--- config.mk ---
export PLATFORM = sky130hd
export DESIGN_NAME = ad9914_cfg_seq
export DESIGN_NICKNAME = d
export VERILOG_FILES = /design/src/rtl/ad9914_pkg.sv /design/src/rtl/ad9914_cfg_rom.sv /design/src/rtl/ad9914_cfg_seq.sv
export SDC_FILE = /design/constraint.sdc
export NUM_CORES = 1
export LEC_CHECK = 0
export CAP_MARGIN = 25
export CORE_ASPECT_RATIO = 1.1
export CORE_UTILIZATION = 47
export DETAILED_ROUTE_END_ITERATION = 7
export PLACE_DENSITY = 0.85
export SLEW_MARGIN = 20
export SYNTH_ARGS = -nofsm -noshare
export SYNTH_HDL_FRONTEND = slang
export SYNTH_SLANG_ARGS = --single-unit
--- constraint.sdc ---
create_clock -name clk -period 2.6 [get_ports clk]
set_input_delay 0.52 -clock clk [delete_from_list [all_inputs] [get_ports clk]]
set_output_delay 0.52 -clock clk [all_outputs]
set_load 0.03 [all_outputs]
--- src/rtl/ad9914_pkg.sv ---
// Shared types and AD9914 register map for the configuration sequencer.
package ad9914_pkg;

    typedef enum logic [2:0] {
        ST_IDLE,
        ST_FETCH,
        ST_ISSUE,
        ST_WAIT_ACC,
        ST_WAIT_FIN,
        ST_CHECK,
        ST_NEXT
    } cfg_state_e;

    typedef struct packed {
        logic [7:0]  addr;
        logic [3:0]  byte_num;
        logic [31:0] data;
    } cfg_entry_t;

    localparam logic [7:0] REG_CFR1          = 8'h00;
    localparam logic [7:0] REG_CFR2          = 8'h01;
    localparam logic [7:0] REG_CFR3          = 8'h02;
    localparam logic [7:0] REG_CFR4          = 8'h03;
    localparam logic [7:0] REG_DRG_LOWER     = 8'h04;
    localparam logic [7:0] REG_DRG_UPPER     = 8'h05;
    localparam logic [7:0] REG_DRG_RISE_STEP = 8'h06;
    localparam logic [7:0] REG_DRG_FALL_STEP = 8'h07;
    localparam logic [7:0] REG_DRG_RATE      = 8'h08;
    localparam logic [7:0] REG_PROF0_FTW     = 8'h0B;
    localparam logic [7:0] REG_PROF0_PAW     = 8'h0C;

    function automatic cfg_entry_t mk_entry(input logic [7:0] addr,
                                            input logic [3:0] byte_num,
                                            input logic [31:0] data);
        cfg_entry_t e;
        e.addr     = addr;
        e.byte_num = byte_num;
        e.data     = data;
        return e;
    endfunction

endpackage

--- src/rtl/ad9914_cfg_rom.sv ---
// Board init table for the AD9914; indices without an entry read as null (byte_num 0).
module ad9914_cfg_rom
    import ad9914_pkg::*;
#(
    parameter int unsigned IW = 4
)(
    input  logic [IW-1:0] index_i,
    output cfg_entry_t    entry_o
);

    int unsigned idx;
    assign idx = 32'(index_i);

    always_comb begin
        entry_o = '0;
        case (idx)
            0:  entry_o = mk_entry(REG_CFR1,          4'd4, 32'h0001_0008);
            1:  entry_o = mk_entry(REG_CFR2,          4'd4, 32'h0080_0900);
            2:  entry_o = mk_entry(REG_CFR3,          4'd4, 32'h0000_1C19);
            3:  entry_o = mk_entry(REG_CFR4,          4'd4, 32'h0005_0120);
            4:  entry_o = mk_entry(REG_DRG_LOWER,     4'd4, 32'h0000_0000);
            5:  entry_o = mk_entry(REG_DRG_UPPER,     4'd4, 32'hFFFF_FFFF);
            6:  entry_o = mk_entry(REG_DRG_RISE_STEP, 4'd4, 32'h0000_0100);
            7:  entry_o = mk_entry(REG_DRG_FALL_STEP, 4'd4, 32'h0000_0100);
            8:  entry_o = mk_entry(REG_DRG_RATE,      4'd4, 32'h0001_0001);
            9:  entry_o = mk_entry(REG_PROF0_FTW,     4'd4, 32'h1999_999A);
            10: entry_o = mk_entry(REG_PROF0_PAW,     4'd4, 32'h0FFF_0000);
            default: entry_o = '0;
        endcase
    end

endmodule

--- src/rtl/ad9914_cfg_seq.sv ---
// AD9914 init-table walker and runtime register-update sequencer for ad9914_reg_wr.
// Define AD9914_CFG_VERIFY_EN to check wr_res, retry mismatches and report cfg_err/err_index.
module ad9914_cfg_seq
    import ad9914_pkg::*;
#(
    parameter int unsigned TABLE_DEPTH = 16,
    parameter int unsigned MAX_RETRY   = 3,
    parameter bit          AUTO_START  = 1'b1,
    localparam int unsigned IW = (TABLE_DEPTH > 1) ? $clog2(TABLE_DEPTH) : 1
)(
    input  logic          clk,
    input  logic          rst,
    input  logic          start,
    input  logic          upd_req,
    input  logic [7:0]    upd_addr,
    input  logic [31:0]   upd_data,
    input  logic [3:0]    upd_byte_num,
    output logic          upd_ack,
    output logic          wr_load,
    output logic [7:0]    wr_addr,
    output logic [31:0]   wr_wvar,
    output logic [3:0]    wr_byte_num,
    input  logic          wr_res,
    input  logic          wr_busy,
    input  logic          wr_finish,
    output logic          init_done,
    output logic          cfg_err,
    output logic [IW-1:0] err_index,
    output logic          busy
);

    cfg_state_e    state_q, state_d;
    logic [IW-1:0] index_q, index_d;
    cfg_entry_t    entry_q, entry_d;
    cfg_entry_t    rom_entry;
    logic          rt_q, rt_d;
    logic          auto_q, auto_d;
    logic          wr_load_q, wr_load_d;
    logic          upd_ack_q, upd_ack_d;
    logic          init_done_q, init_done_d;

`ifdef AD9914_CFG_VERIFY_EN
    localparam int unsigned RW = (MAX_RETRY > 0) ? $clog2(MAX_RETRY + 1) : 1;
    logic [RW-1:0] retry_q, retry_d;
    logic          cfg_err_q, cfg_err_d;
    logic [IW-1:0] err_index_q, err_index_d;
`else
    logic          unused_nv;
    assign unused_nv = wr_res | (MAX_RETRY == 0);
`endif

    ad9914_cfg_rom #(.IW(IW)) u_rom (
        .index_i (index_q),
        .entry_o (rom_entry)
    );

    always_ff @(posedge clk or negedge rst) begin
        if (!rst) begin
            state_q     <= ST_IDLE;
            index_q     <= '0;
            entry_q     <= '0;
            rt_q        <= 1'b0;
            auto_q      <= AUTO_START;
            wr_load_q   <= 1'b0;
            upd_ack_q   <= 1'b0;
            init_done_q <= 1'b0;
`ifdef AD9914_CFG_VERIFY_EN
            retry_q     <= '0;
            cfg_err_q   <= 1'b0;
            err_index_q <= '0;
`endif
        end else begin
            state_q     <= state_d;
            index_q     <= index_d;
            entry_q     <= entry_d;
            rt_q        <= rt_d;
            auto_q      <= auto_d;
            wr_load_q   <= wr_load_d;
            upd_ack_q   <= upd_ack_d;
            init_done_q <= init_done_d;
`ifdef AD9914_CFG_VERIFY_EN
            retry_q     <= retry_d;
            cfg_err_q   <= cfg_err_d;
            err_index_q <= err_index_d;
`endif
        end
    end

    always_comb begin
        state_d     = state_q;
        index_d     = index_q;
        entry_d     = entry_q;
        rt_d        = rt_q;
        auto_d      = auto_q;
        wr_load_d   = wr_load_q;
        upd_ack_d   = 1'b0;
        init_done_d = init_done_q;
`ifdef AD9914_CFG_VERIFY_EN
        retry_d     = retry_q;
        cfg_err_d   = cfg_err_q;
        err_index_d = err_index_q;
`endif
        case (state_q)
            ST_IDLE: begin
                // A pending init walk always beats a runtime request held alongside it.
                if (auto_q || start) begin
                    auto_d      = 1'b0;
                    index_d     = '0;
                    init_done_d = 1'b0;
                    rt_d        = 1'b0;
`ifdef AD9914_CFG_VERIFY_EN
                    cfg_err_d   = 1'b0;
`endif
                    state_d     = ST_FETCH;
                end else if (init_done_q && upd_req) begin
                    entry_d = mk_entry(upd_addr, upd_byte_num, upd_data);
                    rt_d    = 1'b1;
`ifdef AD9914_CFG_VERIFY_EN
                    retry_d = '0;
`endif
                    state_d = ST_ISSUE;
                end
            end
            ST_FETCH: begin
                entry_d = rom_entry;
`ifdef AD9914_CFG_VERIFY_EN
                retry_d = '0;
`endif
                state_d = (rom_entry.byte_num == 4'd0) ? ST_NEXT : ST_ISSUE;
            end
            ST_ISSUE: begin
                if (wr_finish) begin
                    wr_load_d = 1'b1;
                    state_d   = ST_WAIT_ACC;
                end
            end
            ST_WAIT_ACC: begin
                if (wr_busy) begin
                    wr_load_d = 1'b0;
                    state_d   = ST_WAIT_FIN;
                end
            end
            ST_WAIT_FIN: begin
                if (wr_finish && !wr_busy) begin
                    state_d = ST_CHECK;
                end
            end
            ST_CHECK: begin
                state_d = ST_NEXT;
`ifdef AD9914_CFG_VERIFY_EN
                if (wr_res) begin
                    if (retry_q < RW'(MAX_RETRY)) begin
                        retry_d = retry_q + 1'b1;
                        state_d = ST_ISSUE;
                    end else begin
                        cfg_err_d   = 1'b1;
                        err_index_d = rt_q ? '1 : index_q;
                        state_d     = ST_IDLE;
                    end
                end
`endif
            end
            ST_NEXT: begin
                if (rt_q) begin
                    upd_ack_d = 1'b1;
                    state_d   = ST_IDLE;
                end else if (index_q == IW'(TABLE_DEPTH - 1)) begin
                    init_done_d = 1'b1;
                    state_d     = ST_IDLE;
                end else begin
                    index_d = index_q + 1'b1;
                    state_d = ST_FETCH;
                end
            end
            default: state_d = ST_IDLE;
        endcase
    end

    assign upd_ack     = upd_ack_q;
    assign wr_load     = wr_load_q;
    assign wr_addr     = entry_q.addr;
    assign wr_wvar     = entry_q.data;
    assign wr_byte_num = entry_q.byte_num;
    assign init_done   = init_done_q;
    assign busy        = (state_q != ST_IDLE);
`ifdef AD9914_CFG_VERIFY_EN
    assign cfg_err     = cfg_err_q;
    assign err_index   = err_index_q;
`else
    assign cfg_err     = 1'b0;
    assign err_index   = '0;
`endif

endmodule

==> flow_summary.yaml <==
die:
  die_area_um2: 6102
  dieHeight_um: 81.83
  chipWidth_um: 74.57
  boundaryPins: 104
  core_region_area_um2: 5465
  initial_utilization: 0.4982
  fp-row-count: 28
clock_tree:
  clock_tree.buffer_depth: 2
  clock_latency_ns: 0.31
  cts_setup_buffers: 0
  path_clk_slew_ns: 0.10
  cts_tree: "done"
  cts_hold_buffers: 0
  cts_max_level: 2
  cts.sink_count: 56
  cts_root_buf: "clkbuf_8"
  post_cts_sizing_count: 0
  cts-buffers-inserted: 5
yosys:
  syn_inst: 302
  post_synth_and_or_nand_nor_area_fraction: 0.1857
  asyncSetResetFlopFracSynth: 1.000
  yosys.area_share.adder: 0.02298
  synth.top_cells.by_count: "55 x dfrtp_1, 55 x nand2_1, 38 x o21ai_0"
  synth_top_area_frac: 0.5055
  synthTopCellsByArea: "dfrtp_1 51%, nand2_1 7.6%, o21ai_0 7.0%, a21oi_1 3.5%, nor2_1 3.4%"
  yosys_most_used_dff: "dfrtp_1"
  synth-xor-area-share: 0
  yosys-mux-area-fraction: 0.004136
  synth_top_family_by_area: "compound AO/OA/AOI/OAI gates"
  area_leader_netlist: "dfrtp_1"
  synth_compound_area_frac: 0.2178
  netlist-cell-type-count: 45
  avgSynthCellArea_um2: 9.015
  mappedNetlistArea_um2: 2723
  yosys_warnings: 0
  synth.ff_latch_count: 56
  seq_area_frac_synth: 0.5152
  number_of_enable_type_register_cells_in_the_synthesized_netlist: 0
setup_path:
  timing.setup.critical_path_class: "flip-flop to output port"
  worstPathArrival_ns: 1.91
  crit-reg2reg-launch: "index_q[0]$_DFFE_PN0P_"
  r2r_slack_ns: 0.58
  reg2regPathDepth: 6
  critical_path_fanout_max: 4
  endpoint_kind: "output port"
  crit-reg2reg-capture: "wr_wvar[16]$_DFFE_PN0P_"
  worstSetupStartpointType: "flip-flop"
  cp.required_ns: 2.08
power_and_ir_drop:
  p_clk_frac: 0.104
  vdd_ir_drop_max_mv: 0.6782
  internal-power_uw: 2476
  switchingPower_uw: 1977
  pwr-share-seq: 0.321
  p_leak_uw: 0.001704
  p_comb_frac: 0.575
  power-per-cell-area_nw_per_um2: 1145
  switching_share: 0.4440
routing:
  drt_pass1_iterations: 4
  route.vias.total: 2553
  drc: 0
  drt_iter0_markers: 93
  avgRoutedWirePerCell_um: 14.71
  wl_um: 6987
  via_per_inst: 5.375
  drt.antenna.violating_nets: 0
timing:
  min_period_ns: 2.430
  worst_clock_skew_ns: 0.01210
  measured_slew_at_the_worst_slew_check_pin_ns: 0.7201
  finalWorstSetupSlack_ns: 0.1701
  grt_setup_unrepaired: "no"
  setup_violations: 0
  slew_headroom: 0.5200
  final-max-slew-violation-count: 0
  max_freq_mhz: 411.5
  fin_tns_setup_ns: 0
  final_hold_viol_count: 0
  finalCritPeriodShare: 0.9346
finish:
  antenna_cells_inserted: 0
  post-route-cell-area_um2: 3890
  final-instance-count-excl-fill: 475
  flow.area_growth_from_synthesis_pct: 42.88
  final_layout_size_suffix_gt1_frac: 0.07250
  nNetsFinal: 455
  final_core_utilization: 0.7118
placed_design:
  detailed_place.area_um2: 3802
  placement.setup.worst_slack_ns: 0.3744
  routabilityCongestion: 0.8648
  detailedPlacementHpwl_um: 5132
  place.port_buffers: 97
  placed_cells: 467
global_route:
  grt_pass1_vias: 2442
  track_usage: 0.2377
  global_route_wire_length_before_repair_um: 11060
  grt.overflow.total: 0
  largest_net_degree_at_the_start_of_global_routing: 32
  antenna_found_initial: 0
job:
  drv.max_cap_violation_count: 0
min_path:
  min_path_type: "input port to asynchronous set/reset pin"
outcome:
  status: "completed"
==> metrics by stage <==
step	total power [uW]	hold slack [ns]
after CTS	4482	0.2747
after global placement	3922	0.4619
after floorplan	2956	0.2244
after detailed placement	4000	0.4686
after global routing	4743	0.2892
final	4453	0.2572
==> layout by cell type (no fill, tap or decap), types with 3 or more instances in the layout <==
| cell type | instances |
|---|---|
| o22ai_1 | 13 |
| buf_4 | 10 |
| dfrtp_1 | 55 |
| clkbuf_8 | 5 |
| o21ai_0 | 38 |
| nor2b_1 | 6 |
| conb_1 | 5 |
| inv_1 | 7 |
| clkdlybuf4s50_1 | 96 |
| ha_1 | 5 |
| a21oi_1 | 19 |
| a22oi_1 | 6 |
| o21ai_1 | 8 |
| a21o_1 | 3 |
| a31oi_1 | 4 |
| nand2b_1 | 5 |
| nor2_1 | 25 |
| nand2_1 | 55 |
==> area by class of cell <==
cell class / count / area, um2
multi-input combinational: 220 / 1199
clock inverter: 3 / 18.77
timing repair buffer: 109 / 1081
clock buffer: 5 / 68.82
fill: 445 / 1575
inverter: 7 / 26.28
sequential: 56 / 1403
tap: 75 / 93.84
==> registers in the layout (all words and copies together), names as in the netlist <==
register	count
wr_addr	8
auto_q	1
index_q	4
state_q	3
rt_q	1
wr_byte_num	4
wr_load	1
upd_ack	1
wr_wvar	32
init_done	1
==> critical path: stages, from the launching register on <==
cell	delay, ns
dfrtp_1	0.39
nor3_1	0.41
inv_1	0.17
clkdlybuf4s50_1	0.63
==> power groups by stage <==
stage	clock network (uW)	logic, uW	registers [uW]
floorplan	0	889	2070
global placement	0	2490	1430
detailed placement	0	2560	1440
CTS	477	2580	1430
global route	502	2770	1470
finish	463	2560	1430
==> worst max-delay path by stage <==
stage | from | to | slack [ns] | depth (start not counted)
5_1_grt | state_q[2]$_DFFE_PN0P_ | busy | 0.08 | 3
4_1_cts | state_q[2]$_DFFE_PN0P_ | busy | 0.17 | 3
2_1_floorplan | state_q[2]$_DFFE_PN0P_ | index_q[0]$_DFFE_PN0P_ | 0.91 | 6
3_3_place_gp | start | wr_byte_num[1]$_DFFE_PN0P_ | 0.41 | 5
3_5_place_dp | start | wr_wvar[2]$_DFFE_PN0P_ | 0.37 | 6
6_report | state_q[2]$_DFFE_PN0P_ | busy | 0.17 | 3
==> kinds of logic (layout without fill, tap and decap cells) <==
kind of cell	Yosys count	after routing
flops	56	56
mux	1	1
other cells	1	5
buf+inv	30	124
fa+ha+maj	5	5
compound gates	102	102
simple gates	107	107
==> per-layer routing <==
layer / share of wire / global-route usage / up-vias
met1: 0.40 / 0.2808 / 1213
li1: - / - / 1234
met5: 0 / 0 / -
met2: 0.51 / 0.4207 / 85
met4: 0.032 / 0.09811 / 0
met3: 0.051 / 0.04417 / 21
Power figures use the tool's default switching activity.
